File: src/rtl/alu_pkg.sv
// Shared definitions for the ALU command-side initiator.
// Holds the ALU opcode encodings, operand/result widths, the issue FSM
// state encoding and the packed operation payload carried through the FIFO.
package alu_pkg;

    localparam int unsigned OP_W   = 2;
    localparam int unsigned DATA_W = 4;
    localparam int unsigned RES_W  = 5;

    localparam logic [OP_W-1:0] ADD           = 2'b00;
    localparam logic [OP_W-1:0] SUB           = 2'b01;
    localparam logic [OP_W-1:0] NOT_A         = 2'b10;
    localparam logic [OP_W-1:0] REDUCTIONOR_B = 2'b11;

    typedef enum logic [1:0] {
        IDLE    = 2'd0,
        ISSUE   = 2'd1,
        CAPTURE = 2'd2,
        HOLD    = 2'd3
    } state_t;

    // Operation payload as presented to the ALU (tag travels alongside).
    typedef struct packed {
        logic [OP_W-1:0]   opcode;
        logic [DATA_W-1:0] a;
        logic [DATA_W-1:0] b;
    } alu_op_t;

endpackage

File: src/rtl/alu_cmd_fifo.sv
// Synchronous show-ahead FIFO for queued ALU commands.
// Ports:
//   clk, reset     clock, asynchronous active-high reset (flushes pointers)
//   push, din      write din when push and not full
//   pop            advance the read pointer when pop and not empty
//   dout           head entry (valid while empty is low)
//   full, empty    occupancy flags, derived from pointers with an extra MSB
module alu_cmd_fifo #(
    parameter int unsigned WIDTH = 12,
    parameter int unsigned DEPTH = 4
) (
    input  logic             clk,
    input  logic             reset,
    input  logic             push,
    input  logic [WIDTH-1:0] din,
    input  logic             pop,
    output logic [WIDTH-1:0] dout,
    output logic             full,
    output logic             empty
);

    localparam int unsigned AW    = $clog2(DEPTH);
    localparam int unsigned PTR_W = AW + 1;

    logic [WIDTH-1:0] mem [DEPTH];
    logic [PTR_W-1:0] wr_ptr;
    logic [PTR_W-1:0] rd_ptr;
    logic             do_push;
    logic             do_pop;

    assign do_push = push && !full;
    assign do_pop  = pop && !empty;

    // Pointers wrap naturally; the MSB distinguishes full from empty.
    always_ff @(posedge clk or posedge reset) begin
        if (reset) begin
            wr_ptr <= '0;
            rd_ptr <= '0;
        end else begin
            if (do_push) wr_ptr <= wr_ptr + PTR_W'(1);
            if (do_pop)  rd_ptr <= rd_ptr + PTR_W'(1);
        end
    end

    // Storage needs no reset: entries are only read once written.
    always_ff @(posedge clk) begin
        if (do_push) mem[wr_ptr[AW-1:0]] <= din;
    end

    assign dout  = mem[rd_ptr[AW-1:0]];
    assign empty = (wr_ptr == rd_ptr);
    assign full  = (wr_ptr[AW] != rd_ptr[AW]) &&
                   (wr_ptr[AW-1:0] == rd_ptr[AW-1:0]);

endmodule

File: src/rtl/alu_issue_ctrl.sv
// Command-side initiator for a registered 4-bit ALU.
// Buffers commands in a FIFO, issues them one at a time, waits out the
// ALU output register, and returns each result with its tag in order.
// Ports:
//   clk, reset                         clock, asynchronous active-high reset
//   cmd_valid/cmd_ready                command handshake (cmd_ready = !full)
//   cmd_opcode, cmd_a, cmd_b, cmd_tag  command payload
//   alu_opcode, alu_a, alu_b           registered operands to the ALU
//   alu_c                              registered ALU result
//   rsp_valid/rsp_ready                response handshake
//   rsp_data, rsp_tag                  captured result and its command tag
//   busy                               FSM not idle or commands queued
module alu_issue_ctrl
    import alu_pkg::*;
#(
    parameter int unsigned DEPTH = 4,
    parameter int unsigned TAG_W = 2
) (
    input  logic              clk,
    input  logic              reset,
    input  logic              cmd_valid,
    output logic              cmd_ready,
    input  logic [OP_W-1:0]   cmd_opcode,
    input  logic [DATA_W-1:0] cmd_a,
    input  logic [DATA_W-1:0] cmd_b,
    input  logic [TAG_W-1:0]  cmd_tag,
    output logic [OP_W-1:0]   alu_opcode,
    output logic [DATA_W-1:0] alu_a,
    output logic [DATA_W-1:0] alu_b,
    input  logic [RES_W-1:0]  alu_c,
    output logic              rsp_valid,
    input  logic              rsp_ready,
    output logic [RES_W-1:0]  rsp_data,
    output logic [TAG_W-1:0]  rsp_tag,
    output logic              busy
);

    localparam int unsigned ENTRY_W = OP_W + 2 * DATA_W + TAG_W;

    state_t              state;
    state_t              state_next;

    logic                fifo_push;
    logic                fifo_pop;
    logic                fifo_full;
    logic                fifo_empty;
    logic [ENTRY_W-1:0]  fifo_din;
    logic [ENTRY_W-1:0]  fifo_dout;
    alu_op_t             head_op;
    logic [TAG_W-1:0]    head_tag;

    logic [TAG_W-1:0]    pend_tag;
    logic [TAG_W-1:0]    pend_tag_next;
    alu_op_t             alu_op_next;
    logic                rsp_valid_next;
    logic [RES_W-1:0]    rsp_data_next;
    logic [TAG_W-1:0]    rsp_tag_next;

    // Command queue; no pass-through, so a new command always lands here first.
    assign fifo_push = cmd_valid && !fifo_full;
    assign fifo_din  = {cmd_opcode, cmd_a, cmd_b, cmd_tag};
    assign {head_op, head_tag} = fifo_dout;

    alu_cmd_fifo #(
        .WIDTH (ENTRY_W),
        .DEPTH (DEPTH)
    ) u_fifo (
        .clk   (clk),
        .reset (reset),
        .push  (fifo_push),
        .din   (fifo_din),
        .pop   (fifo_pop),
        .dout  (fifo_dout),
        .full  (fifo_full),
        .empty (fifo_empty)
    );

    // Both decoded purely from flops, so no input-to-output path exists.
    assign cmd_ready = !fifo_full;
    assign busy      = (state != IDLE) || !fifo_empty;

    // State register.
    always_ff @(posedge clk or posedge reset) begin
        if (reset) state <= IDLE;
        else       state <= state_next;
    end

    // Next state, FIFO pop and next values of the registered outputs.
    always_comb begin
        state_next     = state;
        fifo_pop       = 1'b0;
        alu_op_next    = {alu_opcode, alu_a, alu_b};
        pend_tag_next  = pend_tag;
        rsp_valid_next = rsp_valid;
        rsp_data_next  = rsp_data;
        rsp_tag_next   = rsp_tag;

        case (state)
            IDLE: begin
                if (!fifo_empty) begin
                    fifo_pop      = 1'b1;
                    alu_op_next   = head_op;
                    pend_tag_next = head_tag;
                    state_next    = ISSUE;
                end
            end
            ISSUE: begin
                // ALU samples the operands at the end of this cycle.
                state_next = CAPTURE;
            end
            CAPTURE: begin
                rsp_data_next  = alu_c;
                rsp_tag_next   = pend_tag;
                rsp_valid_next = 1'b1;
                state_next     = HOLD;
            end
            HOLD: begin
                if (rsp_ready) begin
                    rsp_valid_next = 1'b0;
                    if (!fifo_empty) begin
                        fifo_pop      = 1'b1;
                        alu_op_next   = head_op;
                        pend_tag_next = head_tag;
                        state_next    = ISSUE;
                    end else begin
                        state_next = IDLE;
                    end
                end
            end
            default: state_next = IDLE;
        endcase
    end

    // Output and pending-tag registers; alu_* persist until the next issue.
    always_ff @(posedge clk or posedge reset) begin
        if (reset) begin
            pend_tag   <= '0;
            alu_opcode <= '0;
            alu_a      <= '0;
            alu_b      <= '0;
            rsp_valid  <= 1'b0;
            rsp_data   <= '0;
            rsp_tag    <= '0;
        end else begin
            pend_tag   <= pend_tag_next;
            alu_opcode <= alu_op_next.opcode;
            alu_a      <= alu_op_next.a;
            alu_b      <= alu_op_next.b;
            rsp_valid  <= rsp_valid_next;
            rsp_data   <= rsp_data_next;
            rsp_tag    <= rsp_tag_next;
        end
    end

endmodule

File: config.mk
export PLATFORM = sky130hd
export DESIGN_NAME = alu_issue_ctrl
export DESIGN_NICKNAME = d
export VERILOG_FILES = /design/src/rtl/alu_pkg.sv /design/src/rtl/alu_cmd_fifo.sv /design/src/rtl/alu_issue_ctrl.sv
export SDC_FILE = /design/constraint.sdc
export NUM_CORES = 1
export LEC_CHECK = 0
export ABC_CLOCK_PERIOD_IN_PS = 2900
export CELL_PAD_IN_SITES_DETAIL_PLACEMENT = 2
export CELL_PAD_IN_SITES_GLOBAL_PLACEMENT = 2
export CORE_MARGIN = 2
export CORE_UTILIZATION = 41
export DETAILED_ROUTE_END_ITERATION = 16
export GPL_ROUTABILITY_DRIVEN = 0
export GPL_TIMING_DRIVEN = 1
export PLACE_DENSITY_LB_ADDON = 0.1
export SLEW_MARGIN = 20
export SYNTH_ARGS = -nofsm -noshare
export SYNTH_HDL_FRONTEND = slang
export SYNTH_HIERARCHICAL = 1
export SYNTH_SLANG_ARGS = --single-unit
File: constraint.sdc
create_clock -name clk -period 2.9 [get_ports clk]
set_clock_uncertainty 0.1 [all_clocks]
set_input_delay 0.58 -clock clk [delete_from_list [all_inputs] [get_ports clk]]
set_output_delay 0.58 -clock clk [all_outputs]
set_load 0.01 [all_outputs]
==> metrics <==
design area=0.00400 mm²; initial DRC count=55; Synth Instances=181; final hold viol count=0; Pre-Repair DR Iteration Count=4; initial antenna violation count=0; startpoint types=flip-flop; Compound-Gate Fraction of Synth Area=4.38%; aggregate global-route resource usage=17.3%; most used flip-flop cell after synthesis=edfxtp_1; Max Freq=370 MHz; diodes inserted=0; share of layout cells above drive strength 1=28.5%; DRC=0; R2R Setup Slk=0.58 ns; clk sinks=76; PD cells=1170 mW/mm²; nets=265; mux contribution to synthesized area=16.3%; fraction of registers with async set/reset=36.8%; via count=1744; Slew HR=65.5%; CORE AREA=0.00773 mm²; Worst setup startpoint=u_fifo/wr_ptr[1]$_DFFE_PP0P_; vias in the first global route=2020; CP Data Arrival Time=2.02 ns; status=finished, final reports clean; Die H=93.1 µm; HP Class=reg2reg; CTS buffer count=9; setup TNS=0 ns; top-count cell post-synth=edfxtp_1; CTS max path bufs=2; Avg Cell Area, Syn=18.0 µm²; Die Area=0.00867 mm²; Post-synth EDFFs=48; P&R area growth vs syn=22.9%; Die Span X=93.1 µm; sequential-to-total area share from yosys stat=65.8%; Inst Count DP=325; synth warn=6; cell row count=32; Crit. End Element=output pin; Starting Density=42.1%; max_cap viols=0; final std cells w/o fill=341; worst r2r dst=u_fifo/mem[3][5]$_DFFE_PP_; Final min period=2.70 ns; largest net degree at the start of global routing=23; Syn Nets=212; CP max FO=7; Avg Vias per Cell=5.11; IO Count=41; Synth Area in Adders=3.84%; worst slew pin tran=0.514 ns; worst r2r src=u_fifo/wr_ptr[0]$_DFFE_PP0P_; Synth Cell Area=0.00326 mm²; GRT overflow=0; main combinational cell family by area after synthesis=multiplexers; share of the synthesized area in the top cell type=44.3%; synth cell count leaders=edfxtp_1, dfrtp_1, mux4_2, ha_1, mux2_4; setup bufs post-CTS=0; first-pass GRT wire length=11000 µm; CTS tree=done; worst vdd ir=0.527 mV; RSZ-0062 raised after global routing=no; Detailed Place HPWL=4670 µm; Synth cell types=36; Max Transition Viols Final=0; Worst-Skew Late Latency=0.34 ns; Root Buffer=clkbuf_8; drt wl/cell=19.9 µm; largest cells by area after synthesis=edfxtp_1, dfrtp_1, mux4_2, mux2_4, ha_1; leakage=1.52 nW; Clock H-tree levels=3; Worst Path Required=2.22 ns; area leader, netlist=edfxtp_1; FF+latch count, synth=76; # port buffers=40; final setup fails=0; Final Power=0.00468 W; crit path to=busy; Detail Route Antenna Nets=0; Routed WL=6790 µm; Worst-path clk slew=0.08 ns; worst r2r path cells=7; DP Area=0.00380 mm²; critical path class=reg2out; fin util=51.8%; fin crit share=93.2%; xor/xnor share of the synthesized area=3.11%; simple-gate share of the synthesized area=4.03%
-- flip-flops by register name, summed over array words and instances, names as in the netlist --
signal / flops
rsp_data: 5
alu_a: 4
alu_b: 4
u_fifo/mem: 48
u_fifo/rd_ptr: 3
rsp_tag: 2
rsp_valid: 1
pend_tag: 2
alu_opcode: 2
state: 2
u_fifo/wr_ptr: 3
-- routing by layer --
layer  global-route usage [%]  vias up  part of all wire, %
met2                     30.0       38                   54
li1                         -      786                    -
met3                     4.67        2                  3.8
met4                     4.78        0                 0.47
met5                        0        -                    0
met1                     21.3      918                   42
-- cell usage in the layout (no fill, tap or decap), types with 2 or more instances in the layout --
master,netlist,routed
xnor2_1,4,3
and3_1,3,3
xor2_2,2,2
nor3_1,3,2
mux2_2,9,9
clkbuf_8,0,9
mux2_4,10,10
nand2b_1,2,2
mux4_2,12,12
o31ai_1,4,4
edfxtp_1,48,48
dfrtp_1,28,27
xor2_1,2,2
nand2_1,3,3
buf_4,0,8
clkdlybuf4s50_1,0,40
xnor2_2,1,2
a21oi_1,6,6
a211oi_2,2,2
inv_1,9,9
nor2b_1,2,2
ha_1,10,10
-- where the power goes --
group          internal (W)  switching, W  total (W)
clock network      0.000398      0.000394   0.000793
registers           0.00154      0.000222    0.00176
logic               0.00114      0.000996    0.00213
-- metrics by stage --
stage | hold WS, ns | setup slack, ns
2_1_floorplan | 0.271 | 0.707
3_3_place_gp | 0.363 | 0.515
3_5_place_dp | 0.392 | 0.444
4_1_cts | 0.390 | 0.0380
5_1_grt | 0.423 | 0.0590
6_report | 0.393 | 0.196
-- what timing repair did --
item / CTS / global route
hold buffers: 0 / 0
setup endpoints to repair: 0 / 2
resized for setup: 0 / 3
-- worst max-delay path: stages, from the launching register on --
cell             delay [ns]
dfrtp_1                0.52
xor2_1                 0.33
nor3_2                 0.10
nand2_1                0.17
clkdlybuf4s50_1        0.57
-- worst min path at each step --
stage | end | from | slack (ns) | cells past startpoint
6_report | rsp_valid$_DFFE_PP0P_ | rsp_valid$_DFFE_PP0P_ | 0.39 | 2
5_1_grt | u_fifo/wr_ptr[2]$_DFFE_PP0P_ | reset | 0.42 | 2
4_1_cts | u_fifo/rd_ptr[0]$_DFFE_PP0P_ | reset | 0.39 | 2
3_5_place_dp | rsp_valid$_DFFE_PP0P_ | rsp_valid$_DFFE_PP0P_ | 0.39 | 2
3_3_place_gp | rsp_valid$_DFFE_PP0P_ | rsp_valid$_DFFE_PP0P_ | 0.36 | 2
2_1_floorplan | u_fifo/rd_ptr[0]$_DFFE_PP0P_ | reset | 0.27 | 1
-- layout make-up --
| cell class | count | area (µm²) |
|---|---|---|
| multi-input combinational | 90 | 1040 |
| timing repair buffer | 48 | 460 |
| fill | 696 | 3730 |
| clock buffer | 10 | 128 |
| inverter | 9 | 33.8 |
| clock inverter | 6 | 63.8 |
| tap | 102 | 128 |
| sequential | 76 | 2140 |
-- cell families after synthesis --
kind of cell               count (synthesis)
buffers and inverters                     15
and+or+nand+nor                           20
adders and majority gates                 10
muxes                                     32
AOI/OAI and AO/OA                         19
DFF                                       76
xor gates and xnor gates                   9
Note: power is estimated with default switching activity, not from simulation.
